==> src/rtl/tx_sym_pkg.sv <==
// Shared TX symbol definitions: ordered-set control characters, FSM states, symbol type.
// Also imported by the scrambler/descrambler so COM/SKP stay consistent along the link.
package tx_sym_pkg;

  localparam logic [7:0] K_COM = 8'hBC;
  localparam logic [7:0] K_SKP = 8'h1C;

  typedef enum logic {PASS, SKP} skp_state_e;

  typedef struct packed {
    logic [7:0] data;
    logic       k;
  } tx_sym_t;

  function automatic tx_sym_t mk_sym(input logic [7:0] data, input logic k);
    tx_sym_t s;
    s.data = data;
    s.k    = k;
    return s;
  endfunction

endpackage

==> src/rtl/skp_interval_timer.sv <==
// Free-running 0..SKP_INTERVAL-1 counter; tick is high for the terminal-count cycle.
module skp_interval_timer #(
  parameter int unsigned SKP_INTERVAL = 1180
) (
  input  logic clk,
  input  logic rst,
  output logic tick
);

  localparam int unsigned W = (SKP_INTERVAL > 2) ? $clog2(SKP_INTERVAL) : 1;
  localparam logic [W-1:0] TERM = W'(SKP_INTERVAL - 1);

  logic [W-1:0] count_q, count_d;

  assign tick = (count_q == TERM);

  always_comb begin
    count_d = tick ? '0 : count_q + W'(1);
  end

  always_ff @(posedge clk) begin
    if (rst) count_q <= '0;
    else     count_q <= count_d;
  end

endmodule

==> src/rtl/tx_skp_inserter.sv <==
// Merges the packet byte stream with periodic COM+SKP ordered sets, idle fill in gaps.
// Optional statistics ports are built when TX_SKP_STATS_EN is defined.
module tx_skp_inserter
  import tx_sym_pkg::*;
#(
  parameter int unsigned SKP_INTERVAL = 1180,
  parameter int unsigned SKP_NUM      = 3,
  parameter logic [7:0]  IDLE_DATA    = 8'h00
) (
  input  logic       clk,
  input  logic       rst,
  input  logic [7:0] in_data,
  input  logic       in_k,
  input  logic       in_eop,
  input  logic       in_valid,
  output logic       in_ready,
  output logic [7:0] data_out,
  output logic       k_out,
  output logic       skp_overrun
`ifdef TX_SKP_STATS_EN
  ,
  output logic [15:0] skp_sets,
  output logic [15:0] idle_cycles
`endif
);

  localparam logic [2:0] LAST_IDX = 3'(SKP_NUM - 1);

  skp_state_e state_q, state_d;
  logic [2:0] skp_idx_q, skp_idx_d;
  logic       pending_q, pending_d;
  logic       in_pkt_q, in_pkt_d;
  logic       overrun_q, overrun_d;
  tx_sym_t    sym_q, sym_d;
  logic       tick;
  logic       insert_now;
  logic       emit_com;
  logic       emit_idle;

  skp_interval_timer #(
    .SKP_INTERVAL(SKP_INTERVAL)
  ) u_timer (
    .clk (clk),
    .rst (rst),
    .tick(tick)
  );

  // Ordered sets only start between packets, never while one is in flight.
  assign insert_now = pending_q & ~in_pkt_q & (state_q == PASS);
  assign in_ready   = ~rst & (state_q == PASS) & ~insert_now;

  always_comb begin
    state_d   = state_q;
    skp_idx_d = skp_idx_q;
    in_pkt_d  = in_pkt_q;
    sym_d     = mk_sym(IDLE_DATA, 1'b0);
    emit_com  = 1'b0;
    emit_idle = 1'b0;
    case (state_q)
      PASS: begin
        if (insert_now) begin
          sym_d     = mk_sym(K_COM, 1'b1);
          skp_idx_d = '0;
          state_d   = SKP;
          emit_com  = 1'b1;
        end else if (in_valid) begin
          sym_d    = mk_sym(in_data, in_k);
          in_pkt_d = ~in_eop;
        end else begin
          emit_idle = 1'b1;
        end
      end
      SKP: begin
        sym_d     = mk_sym(K_SKP, 1'b1);
        skp_idx_d = skp_idx_q + 3'd1;
        if (skp_idx_q == LAST_IDX) state_d = PASS;
      end
      default: state_d = PASS;
    endcase
  end

  // A tick coinciding with COM becomes a fresh request rather than an overrun.
  always_comb begin
    pending_d = tick | (pending_q & ~emit_com);
    overrun_d = overrun_q | (tick & pending_q & ~emit_com);
  end

  always_ff @(posedge clk) begin
    if (rst) begin
      state_q   <= PASS;
      skp_idx_q <= '0;
      pending_q <= 1'b0;
      in_pkt_q  <= 1'b0;
      overrun_q <= 1'b0;
      sym_q     <= mk_sym(8'h00, 1'b0);
    end else begin
      state_q   <= state_d;
      skp_idx_q <= skp_idx_d;
      pending_q <= pending_d;
      in_pkt_q  <= in_pkt_d;
      overrun_q <= overrun_d;
      sym_q     <= sym_d;
    end
  end

  assign data_out    = sym_q.data;
  assign k_out       = sym_q.k;
  assign skp_overrun = overrun_q;

`ifdef TX_SKP_STATS_EN
  logic [15:0] sets_q, sets_d;
  logic [15:0] idle_q, idle_d;

  always_comb begin
    sets_d = emit_com ? sets_q + 16'd1 : sets_q;
    idle_d = (emit_idle && idle_q != 16'hFFFF) ? idle_q + 16'd1 : idle_q;
  end

  always_ff @(posedge clk) begin
    if (rst) begin
      sets_q <= '0;
      idle_q <= '0;
    end else begin
      sets_q <= sets_d;
      idle_q <= idle_d;
    end
  end

  assign skp_sets    = sets_q;
  assign idle_cycles = idle_q;
`endif

endmodule

==> config.mk <==
export PLATFORM = sky130hd
export DESIGN_NAME = tx_skp_inserter
export DESIGN_NICKNAME = d
export VERILOG_FILES = /design/src/rtl/tx_sym_pkg.sv /design/src/rtl/skp_interval_timer.sv /design/src/rtl/tx_skp_inserter.sv
export SDC_FILE = /design/constraint.sdc
export NUM_CORES = 1
export LEC_CHECK = 0
export ABC_AREA = 1
export CORE_ASPECT_RATIO = 1.4
export CORE_UTILIZATION = 52
export DETAILED_ROUTE_END_ITERATION = 10
export MAX_ROUTING_LAYER = met4
export PLACE_DENSITY = 0.81
export SYNTH_ARGS = -nofsm -noshare
export SYNTH_HDL_FRONTEND = slang
export SYNTH_SLANG_ARGS = --single-unit
==> constraint.sdc <==
create_clock -name clk -period 2.6 [get_ports clk]
set_clock_uncertainty 0.15 [all_clocks]
set_input_delay 0.26 -clock clk [delete_from_list [all_inputs] [get_ports clk]]
set_output_delay 0.26 -clock clk [all_outputs]
set_load 0.05 [all_outputs]
==> impl_metrics.tcl, run 1 <==
set metrics [dict create \
    grt_resource_usage_total_pct 22.35 \
    drtIter0Drc 23 \
    dpl_cell_area_um2 1348 \
    initial_antenna_violation_count 0 \
    routedWlPerCell_um 11.58 \
    syn-instance-count 141 \
    floorplan.initialDensity_pct 56.08 \
    r2r_start "u_timer.count_q[0]" \
    final_min_period_over_clock_period_pct 73.15 \
    die-width_um 41.22 \
    synthesis.nets 157 \
    critical-path-max-stage-delay_ns 0.80 \
    yosys_most_used_dff "dfxtp_1" \
    tritoncts.num_buffers 3 \
    synth_sequential_area_ratio_pct 48.27 \
    final_net_count 182 \
    tritoncts "done" \
    critPathTopFamily "buffers and inverters" \
    grt_pass1_vias 922 \
    routed_wl_um 2153 \
    placeableCoreArea_um2 1997 \
    synth-warning-count 0 \
    post_synth_most_frequent_cells "nand2_1 (29), dfxtp_1 (27), inv_1 (22)" \
    yosysTopAreaCell "dfxtp_1" \
    drc 0 \
    timing.critical_path.fanout_max 2 \
    synthMostInstantiatedCell "nand2_1" \
    floorplan.rows 19 \
    clock-sinks 27 \
    cts_hold_repair.buffers 0 \
    ctsHtreeMaxLevel 1 \
    route.vias.total 946 \
    ordered_cell_list_for_the_critical_path "clkdlybuf4s50_1" \
    multi_input_comb_area_um2 470.5 \
    postSynthRegisterBits 27 \
    die_ht_um 56.91 \
    criticalPathCategory "register to primary output" \
    synthTopCellsByArea "dfxtp_1 (48%), nand2_1 (9.7%), inv_1 (7.4%)" \
    cap_viol_max_count 0 \
    global_route_wire_length_before_repair_um 3463 \
    area_grow_syn2layout_pct 23.02 \
    max-clock-path-buffers 2 \
    met2_wirelength_um 1205 \
    final_antenna_net_count 0 \
    grt_start_max_net_pins 17 \
    critical-path-slowest-cell "clkdlybuf4s50_1" \
    insertedDiodeCount 0 \
    hold_path_startpoint "in_data[6]" \
    cp_num_buf_inv 1 \
    final_max_slew_viol_count 0 \
    timing.max_slew.rel_slack_pct 65.27 \
    layout.cell_area.non_filler_um2 1378 \
    synth.avg_cell_area_um2 7.942 \
    top_layer "met4" \
    synthDominantCellAreaShare_pct 48.27 \
    cts_repair_resizes 0 \
    clk-insertion-delay-late_ns 0.32 \
    min-delay-path-class "primary input to register" \
    async_flop_share_pct 0 \
    critical_path_arrival_ns 1.49 \
    count_of_distinct_cell_types_in_the_synthesized_netlist 24 \
    num-fill-cells 181 \
    critical_path.endpoint_type "primary output" \
    avgViaCountPerCell 5.086 \
    place.detailed.hpwl_um 1706 \
    rsz0062_at_grt "no" \
    max_slew.worst_pin.slew_ns 0.5193 \
    route.layer.met1.wl_um 834 \
    worstSetupStartpointType "register" \
    layout-drive-gt1-share_pct 7.273 \
    pwr_density_cell_nw_per_um2 505.9 \
    setup_viol 0 \
    clkSlewWorstSetupHoldPaths_ns 0.15 \
    die_area_um2 2346 \
    layout.area.seq_um2 540.5 \
    design.portCount 24 \
    place.gp.congestion 0.7445 \
    timing.critical_path.from "skp_overrun" \
    clock_root_buffer_master "clkbuf_4" \
    crit_required_ns 2.19 \
    cts_post_setup_buffers_inserted 0 \
    fin_crit_ns 1.902 \
    max-vdd-ir-drop_v 0.0004513 \
    leakage_nw 0.5440 \
    remaining_global_route_overflow 0 \
    first_pass_iters 4 \
    setup_total_negative_slack_ns 0 \
    dr_wl_met3_um 68 \
    io_buffer_count 23 \
    result_of_the_run "finished, final reports clean" \
    max_clock_freq_ghz 0.5258 \
    synth_enable_flop_cells 0 \
    final-hold-violation-count 0 \
    mappedNetlistArea_um2 1120 \
]
logic make-up (layout without fill, tap and decap cells):
family / count (synthesis) / in the layout / synth area share, %
and+or+nand+nor: 63 / 63 / 25.03
DFF: 27 / 27 / 48.27
buffers and inverters: 25 / 49 / 9.720
AOI/OAI and AO/OA: 17 / 17 / 8.939
xor gates and xnor gates: 6 / 6 / 4.693
adders and majority gates: 3 / 3 / 3.352
final cells by class:
cell class | instances | area share, %
clock buffer | 3 | 1.635
clock inverter | 1 | 0.5450
inverter | 22 | 5.995
multi-input combinational | 89 | 34.15
sequential | 27 | 39.24
tap | 21 | 1.907
timing repair buffer | 23 | 16.53
flip-flops by register name, summed over array words and instances, names as in the netlist:
signal           cells
data_out             8
in_pkt_q             1
k_out                1
pending_q            1
skp_idx_q            3
skp_overrun          1
state_q              1
u_timer.count_q     11
path summary, 6_finish.rpt:
kind / endpoint / slack [ns] / depth (start not counted)
max: skp_overrun / 0.70 / 1
min reg2reg: u_timer.count_q[0] / 0.33 / 1
max reg2reg: u_timer.count_q[7] / 1.06 / 8
min: data_out[6] / 0.28 / 3
per-stage QoR:
| step | total power [mW] | hold WS (ns) | worst slack (ns) | instances | util (%) |
|---|---|---|---|---|---|
| after floorplan | 0.4874 | 0.2222 | 1.230 | 141 | - |
| final | 0.6969 | 0.2846 | 0.6980 | 186 | 68.99 |
| after detailed placement | 0.5201 | 0.3044 | 0.7975 | 182 | 67.48 |
| after CTS | 0.6968 | 0.2822 | 0.6949 | 186 | 68.99 |
| after global placement | 0.5174 | 0.2954 | 0.8767 | 182 | 67.48 |
| after global routing | 0.7189 | 0.2830 | 0.6545 | 186 | 68.99 |
power breakdown:
| part | leakage, nW | internal [mW] | total, mW | switching, mW |
|---|---|---|---|---|
| registers | 0.220 | 0.425 | 0.431 | 0.00602 |
| clock network | 0.0139 | 0.0588 | 0.186 | 0.127 |
| logic | 0.310 | 0.0346 | 0.0800 | 0.0454 |
cells in the final DEF (no fill, tap or decap):
cell	count
nand2_1	29
dfxtp_1	27
inv_1	22
clkdlybuf4s50_1	22
nor2_1	19
a21oi_1	10
nand3_1	6
xor2_1	5
ha_1	3
clkbuf_4	3
nor2_4	2
a21oi_2	2
a31oi_1	2
nand3_2	1
nor2_2	1
nand2_2	1
nand3b_1	1
and3_1	1
o21a_1	1
xnor2_1	1
o31ai_1	1
o21ai_0	1
nor3_1	1
nand4_1	1
clkinvlp_4	1
buf_4	1
layer usage:
metal,GRT usage [%],vias up
met3,2.372,4
met1,20.87,432
met5,-,-
met2,40.40,28
met4,11.06,0
li1,-,482
Note: power is estimated with default switching activity, not from simulation.
==> inputs of run 2 (changes only) <==
CORE_UTILIZATION = 49   (was 52)
PLACE_DENSITY = 0.77   (was 0.81)
clock period = 1.9 ns   (was 2.6 ns; I/O delays follow)
==> run 2 against run 1 <==
  * Highest routed layer unchanged
  * Final area increased by 1.3%
  * Hold slack got worse by 0.055 ns
  * Clock power increased by 28%
  * Cell count increased by 1.1%
==> impl_metrics.tcl, run 2 (synthesized netlist as in run 1, its figures left out) <==
set metrics [dict create \
    result_of_the_run "finished, final reports clean" \
    num-fill-cells 196 \
    max-vdd-ir-drop_v 0.0004226 \
    max_flop_register "u_timer.count_q" \
    cts_hold_repair.buffers 0 \
    grt_pass1_vias 976 \
    fin_cells 188 \
    cp_num_buf_inv 1 \
    cts_post_setup_buffers_inserted 0 \
    die_ht_um 58.57 \
    cts_repair_resizes 0 \
    critical-path-slowest-cell "clkdlybuf4s50_1" \
    insertedDiodeCount 0 \
    place.detailed.hpwl_um 1704 \
    io_buffer_count 23 \
    die-width_um 42.40 \
    die_area_um2 2483 \
    place.gp.congestion 0.7761 \
    largest_reg_flops 11 \
    grt_resource_usage_total_pct 19.88 \
    criticalPathCategory "register to primary output" \
    first_pass_iters 4 \
    min-delay-path-class "primary input to register" \
    timing.critical_path.fanout_max 2 \
    final_net_count 183 \
    timing.max_slew.rel_slack_pct 65.77 \
    net-switching-power_mw 0.2300 \
    setup_total_negative_slack_ns 0 \
    final_antenna_net_count 0 \
    multi_input_comb_area_um2 470.5 \
    grt_start_max_net_pins 15 \
    max_clock_freq_ghz 0.5536 \
    layout.cell_area.non_filler_um2 1395 \
    power_switching_share_pct 24.35 \
    max-clock-path-buffers 2 \
    cellInternalPower_mw 0.7145 \
    routed_wl_um 2147 \
    clkSlewWorstSetupHoldPaths_ns 0.14 \
    whs_ns 0.2294 \
    ordered_cell_list_for_the_critical_path "clkdlybuf4s50_1" \
    initial_antenna_violation_count 0 \
    mostFrequentLayoutCell "nand2_1" \
    worstSetupStartpointType "register" \
    cap_viol_max_count 0 \
    ctsHtreeMaxLevel 1 \
    crit_required_ns 1.56 \
    layout.area.seq_um2 540.5 \
    global_route_wire_length_before_repair_um 3705 \
    drtIter0Drc 18 \
    tritoncts.num_buffers 3 \
    pwr-share-comb_pct 12.2 \
    floorplan.rows 20 \
    final_max_slew_viol_count 0 \
    sequentialPowerShare_pct 62.5 \
    rsz0062_at_grt "no" \
    tritoncts "done" \
    final-hold-violation-count 0 \
    route.vias.total 935 \
    remaining_global_route_overflow 0 \
    max_slew.worst_pin.slew_ns 0.5118 \
    avgViaCountPerCell 4.973 \
    clk-insertion-delay-late_ns 0.31 \
    pwr_density_cell_nw_per_um2 677.1 \
    placeableCoreArea_um2 2177 \
    clock-sinks 27 \
    critical_path.endpoint_type "primary output" \
    fin_crit_ns 1.806 \
    critical-path-max-stage-delay_ns 0.80 \
    setup_viol 0 \
    placedCellCount 184 \
    layout.cells.most_common_list "nand2_1 (29), dfxtp_1 (27), inv_1 (22), clkdlybuf4s50_1 (22), nor2_1 (19)" \
    final_min_period_over_clock_period_pct 95.07 \
    leakage_nw 0.5544 \
    critical_path_arrival_ns 1.47 \
    dpl_cell_area_um2 1369 \
    critPathTopFamily "buffers and inverters" \
    drc 0 \
    routedWlPerCell_um 11.42 \
    clock_root_buffer_master "clkbuf_4" \
    area_grow_syn2layout_pct 24.58 \
    layout-drive-gt1-share_pct 7.229 \
    floorplan.initialDensity_pct 51.44 \
    design.portCount 24 \
    p_clk_share_pct 25.3 \
]
run 2: cell types whose count changed in the layout (fill, tap and decap cells not counted), sizes merged:
| cell | before | now |
|---|---|---|
| buf | 1 | 2 |
| clkbuf | 3 | 4 |
| clkinvlp | 1 | 0 |
run 2: power by group through the flow:
stage	Combinational, mW	Sequential (mW)	Clock (mW)
final	0.115	0.590	0.239
after global routing	0.123	0.592	0.273
after CTS	0.116	0.590	0.247
after detailed placement	0.115	0.603	0
after global placement	0.113	0.601	0
after floorplan	0.0391	0.628	0
run 2: metrics by stage:
stage / utilization [%] / setup WS [ns] / total power [mW]
after floorplan: - / 0.5304 / 0.6669
after detailed placement: 62.87 / 0.3674 / 0.7180
after CTS: 64.08 / 0.07294 / 0.9530
after global routing: 64.08 / 0.02733 / 0.9888
final: 64.08 / 0.09370 / 0.9446
after global placement: 62.87 / 0.4244 / 0.7137
run 2: final timing paths:
path / from / to / slack [ns] / cells past startpoint
max: skp_overrun / skp_overrun / 0.09 / 1
min: in_data[1] / data_out[1] / 0.23 / 3
max reg2reg: u_timer.count_q[0] / u_timer.count_q[2] / 0.37 / 8
min reg2reg: skp_overrun / skp_overrun / 0.31 / 2
run 2: cell type report:
cell class,count,share of cell area [%]
clock buffers,4,1.883
inverters,22,5.919
repair buffers,24,17.76
flip-flops and latches,27,38.74
multi-input cells,89,33.72
well taps,22,1.973
run 2: worst register-to-register path, delay by kind of cell (launching register included):
family	cells	cell delay (ns)
simple gates	6	0.59
buf+inv	1	0.05
flops	1	0.41
fa+ha+maj	1	0.24
run 2: routing by layer:
layer	vias to the layer above	global-route usage, %	wire (um)
li1	483	-	-
met1	435	18.88	826
met2	15	38.90	1254
met3	2	2.761	49
met4	0	8.482	17
met5	-	-	0
==> inputs of run 3 (changes only) <==
CAP_MARGIN = 20   (was unset)
==> results of run 3 <==
Same layout as run 2: the final DEF is identical, and so are final timing and power.
